<file path="src/rtl/uart_pkg.sv">
// Shared UART definitions: FSM state encoding and oversampling defaults
// used by both the receiver and the transmitter.
package uart_pkg;

    typedef enum logic [2:0] {
        ST_IDLE   = 3'd0,
        ST_START  = 3'd1,
        ST_DATA   = 3'd2,
        ST_PARITY = 3'd3,
        ST_STOP   = 3'd4
    } uart_state_e;

    localparam int OVERSAMPLE = 16;
    localparam int MID_SAMPLE = OVERSAMPLE / 2 - 1;

endpackage

</file>
<file path="src/rtl/uart_rx_sync.sv">
// Two-flop synchronizer for an asynchronous, idle-high input; both flops
// reset to 1 so a held-in-reset line reads as idle.
module uart_rx_sync (
    input  logic clk_i,
    input  logic rst_i,
    input  logic d_i,
    output logic q_o
);

    logic sync1_q;
    logic sync2_q;

    always_ff @(posedge clk_i) begin
        if (rst_i) begin
            sync1_q <= 1'b1;
            sync2_q <= 1'b1;
        end else begin
            sync1_q <= d_i;
            sync2_q <= sync1_q;
        end
    end

    assign q_o = sync2_q;

endmodule

</file>
<file path="src/rtl/uart_receiver.sv">
// Oversampling UART receiver (8N1; 8E1/8O1 when UART_RX_PARITY_EN is defined).
// States: IDLE wait for low line | START mid-start check | DATA shift bits | PARITY capture | STOP sample + publish
module uart_receiver
    import uart_pkg::*;
#(
    parameter int DATA_BITS  = 8,
    parameter int OVERSAMPLE = uart_pkg::OVERSAMPLE,
    parameter int PARITY_ODD = 0
) (
    input  logic                 Clk,
    input  logic                 Rst,
    input  logic                 Tick,
    input  logic                 Rx,
    output logic [DATA_BITS-1:0] RxData,
    output logic                 RxDone,
    output logic                 FrameErr,
`ifdef UART_RX_PARITY_EN
    output logic                 ParityErr,
`endif
    output logic                 Busy
);

    localparam int TickW     = $clog2(OVERSAMPLE);
    localparam int BitW      = $clog2(DATA_BITS);
    localparam int MidSample = (OVERSAMPLE == uart_pkg::OVERSAMPLE) ? MID_SAMPLE
                                                                     : OVERSAMPLE / 2 - 1;
    localparam logic [TickW-1:0] TickMid  = TickW'(MidSample);
    localparam logic [TickW-1:0] TickLast = TickW'(OVERSAMPLE - 1);
    localparam logic [BitW-1:0]  BitLast  = BitW'(DATA_BITS - 1);

    logic rx_s;

    uart_rx_sync u_sync (
        .clk_i (Clk),
        .rst_i (Rst),
        .d_i   (Rx),
        .q_o   (rx_s)
    );

    uart_state_e            state_q, state_d;
    logic [TickW-1:0]       tick_q, tick_d;
    logic [BitW-1:0]        bit_q, bit_d;
    logic [DATA_BITS-1:0]   shift_q, shift_d;
    logic [DATA_BITS-1:0]   data_q, data_d;
    logic                   done_q, done_d;
    logic                   ferr_q, ferr_d;
`ifdef UART_RX_PARITY_EN
    logic                   par_bit_q, par_bit_d;
    logic                   perr_q, perr_d;
`endif

    always_ff @(posedge Clk) begin
        if (Rst) begin
            state_q <= ST_IDLE;
            tick_q  <= '0;
            bit_q   <= '0;
            shift_q <= '0;
            data_q  <= '0;
            done_q  <= 1'b0;
            ferr_q  <= 1'b0;
`ifdef UART_RX_PARITY_EN
            par_bit_q <= 1'b0;
            perr_q    <= 1'b0;
`endif
        end else begin
            state_q <= state_d;
            tick_q  <= tick_d;
            bit_q   <= bit_d;
            shift_q <= shift_d;
            data_q  <= data_d;
            done_q  <= done_d;
            ferr_q  <= ferr_d;
`ifdef UART_RX_PARITY_EN
            par_bit_q <= par_bit_d;
            perr_q    <= perr_d;
`endif
        end
    end

    always_comb begin
        state_d = state_q;
        tick_d  = tick_q;
        bit_d   = bit_q;
        shift_d = shift_q;
        data_d  = data_q;
        done_d  = 1'b0;
        ferr_d  = ferr_q;
`ifdef UART_RX_PARITY_EN
        par_bit_d = par_bit_q;
        perr_d    = perr_q;
`endif
        case (state_q)
            // Start detection runs every clock so a start right after a stop is not missed.
            ST_IDLE: begin
                if (!rx_s) begin
                    state_d = ST_START;
                    tick_d  = '0;
                end
            end
            ST_START: begin
                if (Tick) begin
                    if (tick_q == TickMid) begin
                        if (!rx_s) begin
                            state_d = ST_DATA;
                            tick_d  = '0;
                            bit_d   = '0;
                        end else begin
                            state_d = ST_IDLE;
                        end
                    end else begin
                        tick_d = tick_q + 1'b1;
                    end
                end
            end
            ST_DATA: begin
                if (Tick) begin
                    if (tick_q == TickLast) begin
                        shift_d = {rx_s, shift_q[DATA_BITS-1:1]};
                        tick_d  = '0;
                        if (bit_q == BitLast) begin
`ifdef UART_RX_PARITY_EN
                            state_d = ST_PARITY;
`else
                            state_d = ST_STOP;
`endif
                        end else begin
                            bit_d = bit_q + 1'b1;
                        end
                    end else begin
                        tick_d = tick_q + 1'b1;
                    end
                end
            end
`ifdef UART_RX_PARITY_EN
            ST_PARITY: begin
                if (Tick) begin
                    if (tick_q == TickLast) begin
                        par_bit_d = rx_s;
                        tick_d    = '0;
                        state_d   = ST_STOP;
                    end else begin
                        tick_d = tick_q + 1'b1;
                    end
                end
            end
`endif
            ST_STOP: begin
                if (Tick) begin
                    if (tick_q == TickLast) begin
                        data_d  = shift_q;
                        ferr_d  = ~rx_s;
                        done_d  = 1'b1;
                        tick_d  = '0;
                        state_d = ST_IDLE;
`ifdef UART_RX_PARITY_EN
                        perr_d  = (^shift_q) ^ par_bit_q ^ 1'(PARITY_ODD);
`endif
                    end else begin
                        tick_d = tick_q + 1'b1;
                    end
                end
            end
            default: state_d = ST_IDLE;
        endcase
    end

    assign RxData   = data_q;
    assign RxDone   = done_q;
    assign FrameErr = ferr_q;
    assign Busy     = (state_q != ST_IDLE);
`ifdef UART_RX_PARITY_EN
    assign ParityErr = perr_q;
`endif

endmodule

</file>
<file path="config.mk">
export PLATFORM = sky130hd
export DESIGN_NAME = uart_receiver
export DESIGN_NICKNAME = d
export VERILOG_FILES = /design/src/rtl/uart_pkg.sv /design/src/rtl/uart_rx_sync.sv /design/src/rtl/uart_receiver.sv
export SDC_FILE = /design/constraint.sdc
export NUM_CORES = 1
export LEC_CHECK = 0
export ABC_AREA = 1
export BUFFER_PORTS_ARGS = -buffer_cell sky130_fd_sc_hd__buf_2
export CAP_MARGIN = 0
export CORE_UTILIZATION = 47
export DETAILED_ROUTE_END_ITERATION = 10
export PLACE_DENSITY = 0.66
export SYNTH_ARGS = -nofsm -noshare
export SYNTH_HDL_FRONTEND = slang
export SYNTH_SLANG_ARGS = --single-unit
</file>
<file path="constraint.sdc">
create_clock -name Clk -period 2 [get_ports Clk]
set_clock_uncertainty 0.1 [all_clocks]
set_input_delay 0.2 -clock Clk [delete_from_list [all_inputs] [get_ports Clk]]
set_output_delay 0.2 -clock Clk [all_outputs]
set_load 0.03 [all_outputs]
</file>
==> results of run 1 <==
[state kept, by name (all words and copies together) (netlist names)]
signal,count
RxData,8
shift_q,8
tick_q,4
bit_q,3
state_q,3
FrameErr,1
RxDone,1
u_sync.q_o,1
u_sync.sync1_q,1
[worst max-delay path: stages, from the launching register on]
cell and delay [ns]:
dfxtp_1 0.42, ha_1 0.26, nand2_4 0.10, nor2_4 0.12
inv_2 0.08, nand2_2 0.08, inv_2 0.04, nor2_1 0.16
nand3_1 0.09, nand2_1 0.07, nor2_1 0.04
[placed cells by master, fill, tap and decap left out, types with 2 or more instances in the layout]
| master | count |
|---|---|
| or2_2 | 2 |
| clkbuf_4 | 5 |
| buf_4 | 4 |
| nand2_4 | 2 |
| nor2_2 | 3 |
| inv_1 | 14 |
| a21oi_1 | 2 |
| nor2_4 | 3 |
| dfxtp_1 | 30 |
| inv_2 | 5 |
| o21ai_2 | 2 |
| a21oi_2 | 3 |
| o21ai_1 | 16 |
| nand3_2 | 2 |
| nand2_1 | 36 |
| buf_2 | 14 |
| dlygate4sd3_1 | 2 |
| nand3_1 | 17 |
| nor2_1 | 58 |
| nand4_1 | 4 |
| ha_1 | 3 |
| nand2_2 | 4 |
[cell type report]
cell class | count | share of cell area (%)
multi-input cells | 161 | 46.1
repair buffers | 20 | 6.89
clock buffers | 6 | 2.94
inverters | 21 | 4.81
flip-flops and latches | 30 | 34.4
well taps | 44 | 3.16
clock inverters | 1 | 1.72
[kinds of logic after synthesis]
| family | after synthesis |
|---|---|
| adder cells (fa/ha/maj) | 3 |
| AND/OR/NAND/NOR | 135 |
| AO/OA/AOI/OAI | 23 |
| flip-flops | 30 |
| buffers and inverters | 25 |
[power by group]
part	switching (W)	total (W)	internal [W]
Clock	0.000205	0.000496	0.000291
Sequential	0.0000546	0.000700	0.000645
Combinational	0.000549	0.000805	0.000256
[per-stage QoR]
stage / area (µm²) / hold WS (ns)
after floorplan: 1520 / 0.169
after global placement: 1640 / 0.292
after detailed placement: 1640 / 0.295
after CTS: 1740 / 0.186
after global routing: 1740 / 0.203
final: 1740 / 0.193
[metal layers]
metal,global-route usage (%),wire (µm),up-vias
li1,-,-,731
met1,26.6,1400,585
met2,33.0,1320,21
met3,5.93,135,6
met4,7.14,46,0
met5,0,0,-
[worst max path at each step]
| stage | to | slack [ns] | cells past startpoint |
|---|---|---|---|
| final | state_q[1] | 0.35 | 10 |
| after global routing | state_q[1] | 0.15 | 10 |
| after CTS | state_q[1] | 0.35 | 10 |
| after detailed placement | state_q[1] | 0.38 | 10 |
| after global placement | state_q[1] | 0.40 | 10 |
| after floorplan | state_q[0] | 0.53 | 10 |
[cells in the mapped netlist]
cell type  instances  area (µm²)
or2_2              2        12.5
or2_1              1        6.26
nand2_2            4        25.0
nor2_4             3        33.8
inv_1             14        52.6
clkinv_1           1        3.75
and2_1             1        6.26
buf_6              2        22.5
nor2_2             3        18.8
nand2_4            2        22.5
nor3_4             1        16.3
nand4_1            4        25.0
a21oi_2            3        26.3
o21ai_2            2        17.5
nand2_1           36         135
nand3_2            2        20.0
nand3_1           17        85.1
nand3b_1           1        7.51
dfxtp_1           30         601
clkbuf_1           2        7.51
o21ai_1           16        80.1
a21oi_1            2        10.0
ha_1               3        37.5
nor2_1            58         218
inv_2              5        18.8
clkinv_4           1        8.76
==> metrics.md, run 1 <==
| Metric | Value |
|---|---|
| CTS buffer count | `5` |
| Setup violation total in the final timing report | `0` |
| Max rail drop VDD | `611 µV` |
| Worst Path Class, Setup | `flip-flop to flip-flop` |
| Area of the die | `3460 µm²` |
| CTS tree | `yes` |
| Startpoint kind of the worst setup timing path | `flip-flop` |
| Number of global-route vias before repair | `1217` |
| Clk root buf | `clkbuf_4` |
| Final Instance Count excl. Fillers | `283` |
| Chip width | `58.8 µm` |
| Sequential fraction of the synthesis area | `39.6%` |
| Area of the mapped netlist | `1520 µm²` |
| Final antenna diode count | `0` |
| Via/cell ratio | `~4.7` |
| Yosys Warn Count | `0` |
| Core area | `3050 µm²` |
| Worst setup slack after layout | `0.353 ns` |
| RR Startpoint | `tick_q[0]` |
| Net count after synthesis | `about 220` |
| Cell depth of the worst hold path | `5` |
| Worst min-delay path endpoint | `tick_q[0]` |
| Fraction of the mapped netlist area in adder cells | `under 10%` |
| Total count of max-transition violations in the final report | `0` |
| All-layer global routing usage | `20.6%` |
| Min Tclk post-route | `1.65 ns` |
| Maximum capacitance violations | `0` |
| H-tree Lvls | `2` |
| Post-placement cell count | `274` |
| Hold bufs inserted after CTS | `2` |
| Mean area per synthesized cell | `around 7.0 µm²` |
| Footprint of the flip-flops and latches | `601 µm²` |
| Detailed Routing Iterations Pass 1 | `4` |
| Antenna-violating nets left | `0` |
| Critical R2R Capture | `state_q[1]` |
| Highest net fanout along the worst path | `5` |
| Fmax achieved | `about 610 MHz` |
| Leak pwr | `0.897 nW` |
| Final sum of negative setup slack | `0 ns` |
| Share of the core filled with cells | `57.1%` |
| Number of instances in the synthesized netlist | `216` |
| Number of buffers inserted by port buffering | `14` |
| Final Hold Vio Count | `0` |
| Synth unique cells | `26` |
| Final period utilization | `82.3%` |
| DP Wirelength | `2160 µm` |
| GR Overflow Total | `0` |
| Initial standard-cell utilization of the core | `49.7%` |
| Final weighted congestion of routability-driven global placement | `0.819` |
| Setup bufs post-CTS | `0` |
| Number of synthesized register bits | `30` |
| Pre-CTS worst setup slack | `0.375 ns` |
| Total number of clock tree sinks | `30` |
| Count of instances resized after the clock tree is built | `0` |
| Routed via count | `1343` |
| Largest family of logic cells by synthesized area | `simple AND/OR/NAND/NOR gates` |
| Aggregate routed wire length | `2900 µm` |
| Height of the die | `58.8 µm` |
| Outcome | `finished, final reports clean` |
| Tot Pwr | `0.00200 W` |
| CP arrival | `1.78 ns` |
| Wire length of the first global-routing pass | `5390 µm` |
| Worst setup path startpoint | `tick_q[0]` |
| Routed length per instance | `about 10 µm` |
| R2R depth | `10` |
| Parity-gate share of the synthesized area counting xor and xnor cells | `0%` |
| Slew Limit Headroom | `80.5%` |
| Worst hold-check path type | `primary input to flip-flop` |
| Clock network latency to the later pin of the worst-skew pair | `between 0.3 and 0.4 ns` |
| DRC marker count from the first detailed-route iteration | `76` |
| Startpoint of the worst hold path | `Tick` |
| Final layout net count | `246` |
| Num ports | `15` |
| Share of the synthesized area in compound gates (AO/OA/AOI/OAI) | `under 10%` |
| Longest Clk Path Bufs | `2` |
| Type of destination of the critical path | `flip-flop` |
| Required time at the worst-slack endpoint | `between 2 and 2.5 ns` |
| Layout filler cell count | `312` |
| Share of post-route cells with drive strength above 1 | `between 20% and 30%` |
| Row count | `20` |
| Largest net degree at the start of global routing | `26` |
| Slew at the pin closest to its max-slew limit | `0.292 ns` |
| Mux contribution to synthesized area | `0%` |
| Antenna violations before repair | `0` |
| Synth Area in Simple Gates | `41.6%` |
| Synthesis-to-finish area growth | `14.9%` |
| Clock-pin slew reported for the worst setup and hold paths after clock tree synthesis | `0.10 ns` |
| Area occupied by multi-input gates | `about 800 µm²` |
| Power density over the cells | `1150 nW/µm²` |
| R2R Setup Slk | `around 0.35 ns` |
| Setup repair after global routing missed its margin | `false` |
| Number of remaining DRC errors | `0` |
(Power assumes the default switching activity.)
==> inputs of run 2 (changes only) <==
--- a/config.mk
+++ b/config.mk
@@ -5,12 +5,12 @@
 export SDC_FILE = /design/constraint.sdc
 export NUM_CORES = 1
 export LEC_CHECK = 0
-export ABC_AREA = 1
+export ABC_AREA = 0
 export BUFFER_PORTS_ARGS = -buffer_cell sky130_fd_sc_hd__buf_2
 export CAP_MARGIN = 0
 export CORE_UTILIZATION = 47
 export DETAILED_ROUTE_END_ITERATION = 10
-export PLACE_DENSITY = 0.66
+export PLACE_DENSITY = 0.69
 export SYNTH_ARGS = -nofsm -noshare
 export SYNTH_HDL_FRONTEND = slang
 export SYNTH_SLANG_ARGS = --single-unit
==> constraint.sdc (replaced) <==
create_clock -name Clk -period 1.4 [get_ports Clk]
set_clock_uncertainty 0.1 [all_clocks]
set_input_delay 0.14 -clock Clk [delete_from_list [all_inputs] [get_ports Clk]]
set_output_delay 0.14 -clock Clk [all_outputs]
set_load 0.03 [all_outputs]
==> metrics.md, run 2 <==
| Metric | Value |
|---|---|
| Antenna violations before repair | `0 (unchanged)` |
| Setup repair after global routing missed its margin | `true` |
| Worst hold-check path type | `primary input to flip-flop` |
| Clock network latency to the later pin of the worst-skew pair | `0.33 ns (about the same)` |
| Detailed Routing Iterations Pass 1 | `7 (+3)` |
| Share of the core filled with cells | `72.7% (+16 points)` |
| Total number of clock tree sinks | `30 (unchanged)` |
| Tot Pwr | `0.00227 W (+13%)` |
| Sequential cell fraction of total power | `40.7% (+5.7 points)` |
| Number of global-route vias before repair | `1203 (-1.2%)` |
| Final weighted congestion of routability-driven global placement | `0.838 (+2.4%)` |
| Number of remaining DRC errors | `2 (+2)` |
| Leading cell types in the layout, fill and taps excluded | `buf_4 (31), dfxtp_1 (25), nor2_1 (21)` |
| Area of the die | `3250 µm² (-6.1%)` |
| Post-synthesis cell type with the largest combined area | `dfxtp_1` |
| Height of the die | `57.0 µm (-3.1%)` |
| Sequential fraction of the synthesis area | `42.2% (+2.6 points)` |
| Total count of max-transition violations in the final report | `0 (unchanged)` |
| Net count after synthesis | `150 (-33%)` |
| Yosys Warn Count | `0 (unchanged)` |
| Initial standard-cell utilization of the core | `50.7% (+1.0 points)` |
| Routed via count | `1249 (-7.0%)` |
| Final sum of negative setup slack | `-3.49 ns (-3.49 ns)` |
| H-tree Lvls | `2 (unchanged)` |
| Leak pwr | `0.983 nW (+9.5%)` |
| Synthesis-to-finish area growth | `43.4%` |
| Chip width | `57.0 µm (-3.1%)` |
| Share of flip-flops with an asynchronous set or reset | `0% (unchanged)` |
| Mean area per synthesized cell | `9.95 µm² (+42%)` |
| Required time at the worst-slack endpoint | `1.53 ns (-0.60 ns)` |
| Cell depth of the worst hold path | `2 (-3)` |
| Post-synth EDFFs | `0 (unchanged)` |
| Violations in the final reports | `design-rule violations, negative setup slack` |
| Critical R2R Capture | `bit_q[0]` |
| Power spent charging and discharging nets | `0.000752 W (-7.1%)` |
| Flip-flop cell with the highest count after synthesis | `dfxtp_1` |
| Antenna-violating nets left | `0 (unchanged)` |
| Core area | `2810 µm² (-8.1%)` |
| Routed length per instance | `14.5 µm (+42%)` |
| Critical Path Max Stage Delay | `0.57 ns (+0.15 ns)` |
| Row count | `19 (-5.0%)` |
| Fmax achieved | `587 MHz (-3.3%)` |
| Number of instances in the synthesized netlist | `143 (-34%)` |
| Highest net fanout along the worst path | `8 (+3)` |
| RR Startpoint | `state_q[2]` |
| Type of destination of the critical path | `flip-flop` |
| Final period utilization | `122% (+39 points)` |
| Clk root buf | `clkbuf_4` |
| Worst Path Class, Setup | `flip-flop to flip-flop` |
| Switching share of power | `33.1% (-7.3 points)` |
| Startpoint of the worst hold path | `Rst` |
| DP Wirelength | `2230 µm (+2.8%)` |
| Area of the mapped netlist | `1420 µm² (-6.3%)` |
| CTS tree | `yes` |
| DRC marker count from the first detailed-route iteration | `51 (-33%)` |
| Clock-pin slew reported for the worst setup and hold paths after clock tree synthesis | `0.10 ns (about the same)` |
| CP arrival | `1.83 ns (+0.05 ns)` |
| Slowest stage cell on the critical path | `or4b_4` |
| Maximum capacitance violations | `0 (unchanged)` |
| Largest cells by area after synthesis | `dfxtp_1 (42%), mux2i_1 (13%), nor2_1 (6.1%)` |
| Worst setup slack after layout | `-0.302 ns (-0.655 ns)` |
| Final Hold Vio Count | `0 (unchanged)` |
| Share of post-route cells with drive strength above 1 | `48.2% (+26 points)` |
| Min Tclk post-route | `1.70 ns (+0.0555 ns)` |
| Post-placement cell count | `207 (-24%)` |
| Clk network pwr share | `24.3% (-0.5 points)` |
| Final std cell area, no fill | `2040 µm² (+17%)` |
| Startpoint kind of the worst setup timing path | `flip-flop` |
| Final Instance Count excl. Fillers | `224 (-21%)` |
| Aggregate routed wire length | `3260 µm (+12%)` |
| Synth unique cells | `44 (+69%)` |
| Commonest non-fill, non-tap cell in the layout | `buf_4` |
| Number of buffers inserted by port buffering | `14 (unchanged)` |
| Max rail drop VDD | `815 µV (+33%)` |
| Num ports | `15 (unchanged)` |
| Cell with the most instances after synthesis | `dfxtp_1` |
| Layout filler cell count | `193 (-38%)` |
| Setup violation total in the final timing report | `27 (+27)` |
| Worst min-delay path endpoint | `shift_q[4]` |
| All-layer global routing usage | `20.9% (+0.21 points)` |
| Power density over the cells | `1110 nW/µm² (-3.0%)` |
| Placed cell areas | `1780 µm² (+8.5%)` |
| GR Overflow Total | `0 (unchanged)` |
| Combinational cell fraction of total power | `35.0% (-5.2 points)` |
| R2R depth | `4 (-6)` |
| Longest Clk Path Bufs | `2 (unchanged)` |
| Wire length of the first global-routing pass | `5180 µm (-4.0%)` |
| Final layout net count | `199 (-19%)` |
| Number of synthesized register bits | `30 (unchanged)` |
| Area share of the largest cell type after synthesis | `42.2% (+2.6 points)` |
| List of most frequent post-synthesis cells | `dfxtp_1 (30), nor2_1 (23), mux2i_1 (18)` |
| CTS buffer count | `5 (unchanged)` |
| Via/cell ratio | `5.58 (+17%)` |
| Largest net degree at the start of global routing | `18 (-31%)` |
| Design internal power | `0.00152 W (+27%)` |
| Outcome | `finished, violations left` |
| R2R Setup Slk | `-0.30 ns (-0.66 ns)` |
| Slew Limit Headroom | `77.4% (-3.2 points)` |
| Worst-path cell chain | `or4b_4 > o31ai_4 > o311ai_4 > mux2_4` |
| Slew at the pin closest to its max-slew limit | `0.340 ns (+0.0477 ns)` |
| Final antenna diode count | `0 (unchanged)` |
==> run 2: power groups by stage <==
stage / Clock, W / Combinational (W) / Sequential (W)
after floorplan: 0 / 0.000408 / 0.000936
after detailed placement: 0 / 0.000611 / 0.000936
after CTS: 0.000559 / 0.000676 / 0.000913
after global routing: 0.000591 / 0.000846 / 0.000927
after global placement: 0 / 0.000594 / 0.000936
final: 0.000550 / 0.000794 / 0.000924
==> run 2: kinds of logic after synthesis <==
family | share of synthesized area (%)
AOI/OAI and AO/OA | 13.8
xor gates and xnor gates | 1.85
adders and majority gates | 2.64
buffers and inverters | 3.96
DFF | 42.2
muxes | 14.5
and+or+nand+nor | 21.0
==> run 2: how the worst max path moves through the flow <==
stage | start | end
after floorplan | state_q[1] | bit_q[0]
after global placement | state_q[1] | bit_q[0]
after detailed placement | state_q[1] | bit_q[0]
after CTS | state_q[2] | bit_q[0]
after global routing | bit_q[0] | state_q[1]
final | state_q[2] | bit_q[0]
==> run 2: timing repair <==
item	4_1_cts	5_1_grt
buffers inserted	3	4
endpoints found under the hold margin	1	0
gates cloned	1	0
endpoints found under the setup margin	28	29
hold buffers	1	0
resized for setup	16	11
pin swaps	5	6
==> run 2: critical path: cells and delay by family, from the launching register on <==
family / cells / cell delay (ns)
AOI/OAI and AO/OA: 2 / 0.23
muxes: 1 / 0.31
and+or+nand+nor: 1 / 0.57
DFF: 1 / 0.39
==> run 2: layout make-up <==
class	count	area, µm²	area share [%]
Clock buffer	6	51.3	2.52
Inverter	4	15.0	0.736
Timing Repair Buffer	49	353	17.3
Tap cell	31	38.8	1.90
Multi-Input combinational cell	102	957	46.9
Sequential cell	30	612	30.0
Clock inverter	2	12.5	0.613
==> run 2: layer usage <==
| metal | wire length, µm | share of wire (%) | vias to the layer above | track usage, % |
|---|---|---|---|---|
| li1 | - | - | 616 | - |
| met1 | 1530 | 47 | 603 | 26.1 |
| met2 | 1580 | 49 | 23 | 35.1 |
| met3 | 99 | 3.0 | 7 | 4.08 |
| met4 | 42 | 1.3 | 0 | 8.71 |
| met5 | 0 | 0 | - | 0 |
==> run 2: through the flow <==
| step | setup WS (ns) | hold slack [ns] |
|---|---|---|
| floorplan | -0.284 | 0.137 |
| global placement | -0.307 | 0.223 |
| detailed placement | -0.353 | 0.227 |
| CTS | -0.292 | 0.0783 |
| global route | -0.353 | 0.0958 |
| finish | -0.302 | 0.0857 |
==> inputs of run 3 (changes only) <==
--- a/config.mk
+++ b/config.mk
@@ -9,8 +9,10 @@
 export BUFFER_PORTS_ARGS = -buffer_cell sky130_fd_sc_hd__buf_2
 export CAP_MARGIN = 0
 export CORE_UTILIZATION = 47
+export CTS_BUF_LIST = sky130_fd_sc_hd__clkbuf_8
 export DETAILED_ROUTE_END_ITERATION = 10
 export PLACE_DENSITY = 0.69
 export SYNTH_ARGS = -nofsm -noshare
 export SYNTH_HDL_FRONTEND = slang
+export SYNTH_HIERARCHICAL = 1
 export SYNTH_SLANG_ARGS = --single-unit
==> metrics.md, run 3 <==
| Metric | Value |
|---|---|
| List of most frequent post-synthesis cells | `dfxtp_1 (30), nand2_1 (24), nor2_1 (15)` |
| Share of flip-flops with an asynchronous set or reset | `0% (unchanged)` |
| Area of the die | `3260 µm² (+0.26%)` |
| DP Wirelength | `2200 µm (-1.2%)` |
| Area share of the largest cell type after synthesis | `42.1% (-0.11 points)` |
| Share of post-route cells with drive strength above 1 | `43.8% (-4.4 points)` |
| Core area | `2810 µm² (unchanged)` |
| Detailed Routing Iterations Pass 1 | `7 (unchanged)` |
| Clk root buf | `clkbuf_8` |
| Max rail drop VDD | `654 µV (-20%)` |
| Clk network pwr share | `40.4% (+16 points)` |
| Initial standard-cell utilization of the core | `50.8% (+0.13 points)` |
| Slew Limit Headroom | `76.9% (-0.50 points)` |
| Antenna violations before repair | `0 (unchanged)` |
| Combinational cell fraction of total power | `12.4% (-23 points)` |
| Antenna-violating nets left | `0 (unchanged)` |
| Net count after synthesis | `168 (+12%)` |
| CP arrival | `1.78 ns (-0.05 ns)` |
| Setup repair after global routing missed its margin | `true` |
| Total count of max-transition violations in the final report | `0 (unchanged)` |
| Cell with the most instances after synthesis | `dfxtp_1` |
| Row count | `19 (unchanged)` |
| H-tree Lvls | `2 (unchanged)` |
| Final Instance Count excl. Fillers | `239 (+6.7%)` |
| Aggregate routed wire length | `3350 µm (+2.7%)` |
| Final antenna diode count | `0 (unchanged)` |
| Setup violation total in the final timing report | `28 (+3.7%)` |
| Layout filler cell count | `217 (+12%)` |
| All-layer global routing usage | `23.0% (+2.2 points)` |
| Required time at the worst-slack endpoint | `1.48 ns (-0.05 ns)` |
| Synth unique cells | `45 (+2.3%)` |
| Largest net degree at the start of global routing | `18 (unchanged)` |
| Total number of clock tree sinks | `30 (unchanged)` |
| Highest net fanout along the worst path | `8 (unchanged)` |
| Clock-pin slew reported for the worst setup and hold paths after clock tree synthesis | `0.07 ns (-0.03 ns)` |
| Power spent charging and discharging nets | `0.000469 W (-38%)` |
| Maximum capacitance violations | `0 (unchanged)` |
| Height of the die | `57.1 µm (+0.13%)` |
| Min Tclk post-route | `1.70 ns (-0.00268 ns)` |
| Post-synthesis cell type with the largest combined area | `dfxtp_1` |
| R2R Setup Slk | `-0.30 ns (about the same)` |
| Final layout net count | `214 (+7.5%)` |
| Sequential cell fraction of total power | `47.2% (+6.5 points)` |
| Routed via count | `1303 (+4.3%)` |
| Critical Path Max Stage Delay | `0.35 ns (-0.22 ns)` |
| Slowest stage cell on the critical path | `dfxtp_2` |
| Number of remaining DRC errors | `2 (unchanged)` |
| Flip-flop cell with the highest count after synthesis | `dfxtp_1` |
| Routed length per instance | `14.0 µm (-3.7%)` |
| Leak pwr | `0.863 nW (-12%)` |
| Via/cell ratio | `5.45 (-2.2%)` |
| DRC marker count from the first detailed-route iteration | `38 (-25%)` |
| Worst Path Class, Setup | `flip-flop to flip-flop` |
| Largest delay contributor family on the critical path | `simple AND/OR/NAND/NOR gates` |
| CTS tree | `yes` |
| Worst setup slack after layout | `-0.300 ns (+0.00268 ns)` |
| Number of buffers inserted by port buffering | `14 (unchanged)` |
| Synthesis-to-finish area growth | `41.6%` |
| Area of the mapped netlist | `1430 µm² (+0.26%)` |
| Buffers plus inverters on the worst setup path | `1 (+1)` |
| Mean area per synthesized cell | `8.86 µm² (-11%)` |
| Switching share of power | `25.4% (-7.7 points)` |
| Slew at the pin closest to its max-slew limit | `0.345 ns (+0.00483 ns)` |
| Startpoint kind of the worst setup timing path | `flip-flop` |
| Commonest non-fill, non-tap cell in the layout | `buf_4` |
| Chip width | `57.1 µm (+0.13%)` |
| Fmax achieved | `588 MHz (+0.16%)` |
| Design internal power | `0.00137 W (-9.4%)` |
| Final Hold Vio Count | `0 (unchanged)` |
| Wire length of the first global-routing pass | `5710 µm (+10%)` |
| Final weighted congestion of routability-driven global placement | `0.775 (-7.6%)` |
| Worst-path cell chain | `ha_4 > and3_4 > nand3b_1 > nor3b_2 > buf_6 > mux2i_1 > nor2_1` |
| Yosys Warn Count | `6 (+6)` |
| Worst hold-check path type | `primary input to flip-flop` |
| Largest cells by area after synthesis | `dfxtp_1 (42%), mux2i_1 (7.7%), nand2_1 (6.3%)` |
| GR Overflow Total | `0 (unchanged)` |
| Pre-CTS worst setup slack | `-0.288 ns (+0.0649 ns)` |
| Power density over the cells | `912 nW/µm² (-18%)` |
| Number of synthesized register bits | `30 (unchanged)` |
| Outcome | `finished, violations left` |
| Type of destination of the critical path | `flip-flop` |
| Final period utilization | `121% (-0.19 points)` |
| Leading cell types in the layout, fill and taps excluded | `buf_4 (26), dfxtp_1 (24), nand2_1 (20)` |
| Number of instances in the synthesized netlist | `161 (+13%)` |
| Post-synth EDFFs | `0 (unchanged)` |
| Clock network latency to the later pin of the worst-skew pair | `0.29 ns (-0.04 ns)` |
| Number of global-route vias before repair | `1272 (+5.7%)` |
| Post-placement cell count | `222 (+7.2%)` |
| CTS buffer count | `5 (unchanged)` |
| Violations in the final reports | `design-rule violations, negative setup slack` |
| Longest Clk Path Bufs | `2 (unchanged)` |
| Sequential fraction of the synthesis area | `42.1% (-0.11 points)` |
| Num ports | `15 (unchanged)` |
run 3: cell types whose count changed after synthesis, moves of 3 or more:
cell and delta:
a211o_1 -3, a21oi_1 +11, mux2i_1 -7, nand2_1 +17, nand2b_1 +4, nor2_1 -8
run 3: worst paths after layout:
| kind | startpoint | endpoint | cells past startpoint |
|---|---|---|---|
| setup reg to reg | tick_q[1] | shift_q[4] | 7 |
| hold / removal | Rst | state_q[0] | 2 |
| setup / recovery | tick_q[1] | shift_q[4] | 7 |
| hold reg to reg | u_sync/sync1_q | u_sync/q_o | 1 |
run 3: cell families (layout without fill, tap and decap cells):
kind of cell | count (synthesis) | in the layout | share of synthesized area, %
and+or+nand+nor | 67 | 67 | 24.2
AOI/OAI and AO/OA | 31 | 31 | 14.8
DFF | 30 | 30 | 42.1
buffers and inverters | 15 | 62 | 5.44
muxes | 13 | 13 | 9.56
adders and majority gates | 3 | 3 | 2.63
xor gates and xnor gates | 2 | 2 | 1.23
run 3: stage by stage:
stage	hold WS [ns]	utilization (%)	setup TNS, ns	power [W]	cell area (µm²)
floorplan	0.137	-	-3.21	0.00102	1460
global placement	0.227	61.4	-4.56	0.00108	1720
detailed placement	0.228	61.4	-5.53	0.00109	1720
CTS	0.0548	69.2	-5.68	0.00185	1940
global route	0.0782	72.0	-8.46	0.00191	2020
finish	0.0627	72.0	-6.02	0.00184	2020
run 3: timing repair:
item | in CTS | in global routing
buffers inserted | 5 | 3
endpoints found under the setup margin | 28 | 28
gates resized for setup | 21 | 15
pin swaps | 19 | 6
endpoints found under the hold margin | 1 | 0
hold buffers | 1 | 0
run 3: power by group through the flow:
stage / registers (W) / clock network [W] / logic, W
6_report: 0.000869 / 0.000744 / 0.000229
5_1_grt: 0.000870 / 0.000793 / 0.000248
4_1_cts: 0.000871 / 0.000757 / 0.000220
3_5_place_dp: 0.000892 / 0 / 0.000194
3_3_place_gp: 0.000892 / 0 / 0.000188
2_1_floorplan: 0.000891 / 0 / 0.000126
run 3: per-layer routing:
metal  up-vias  part of all wire (%)  global-route usage, %
met5         -                     0                      0
met4         0                   1.4                   8.36
met3         5                   3.3                   6.58
met2        28                    53                   40.5
met1       617                    43                   26.6
li1        653                     -                      -
run 3: layout make-up:
class	count	area (µm²)	area share, %
Clock inverter	2	12.5	0.620
Clock buffer	6	82.6	4.09
Sequential cell	30	613	30.4
Tap cell	31	38.8	1.92
Multi-Input combinational cell	116	857	42.4
Inverter	4	15.0	0.743
Timing Repair Buffer	50	400	19.8
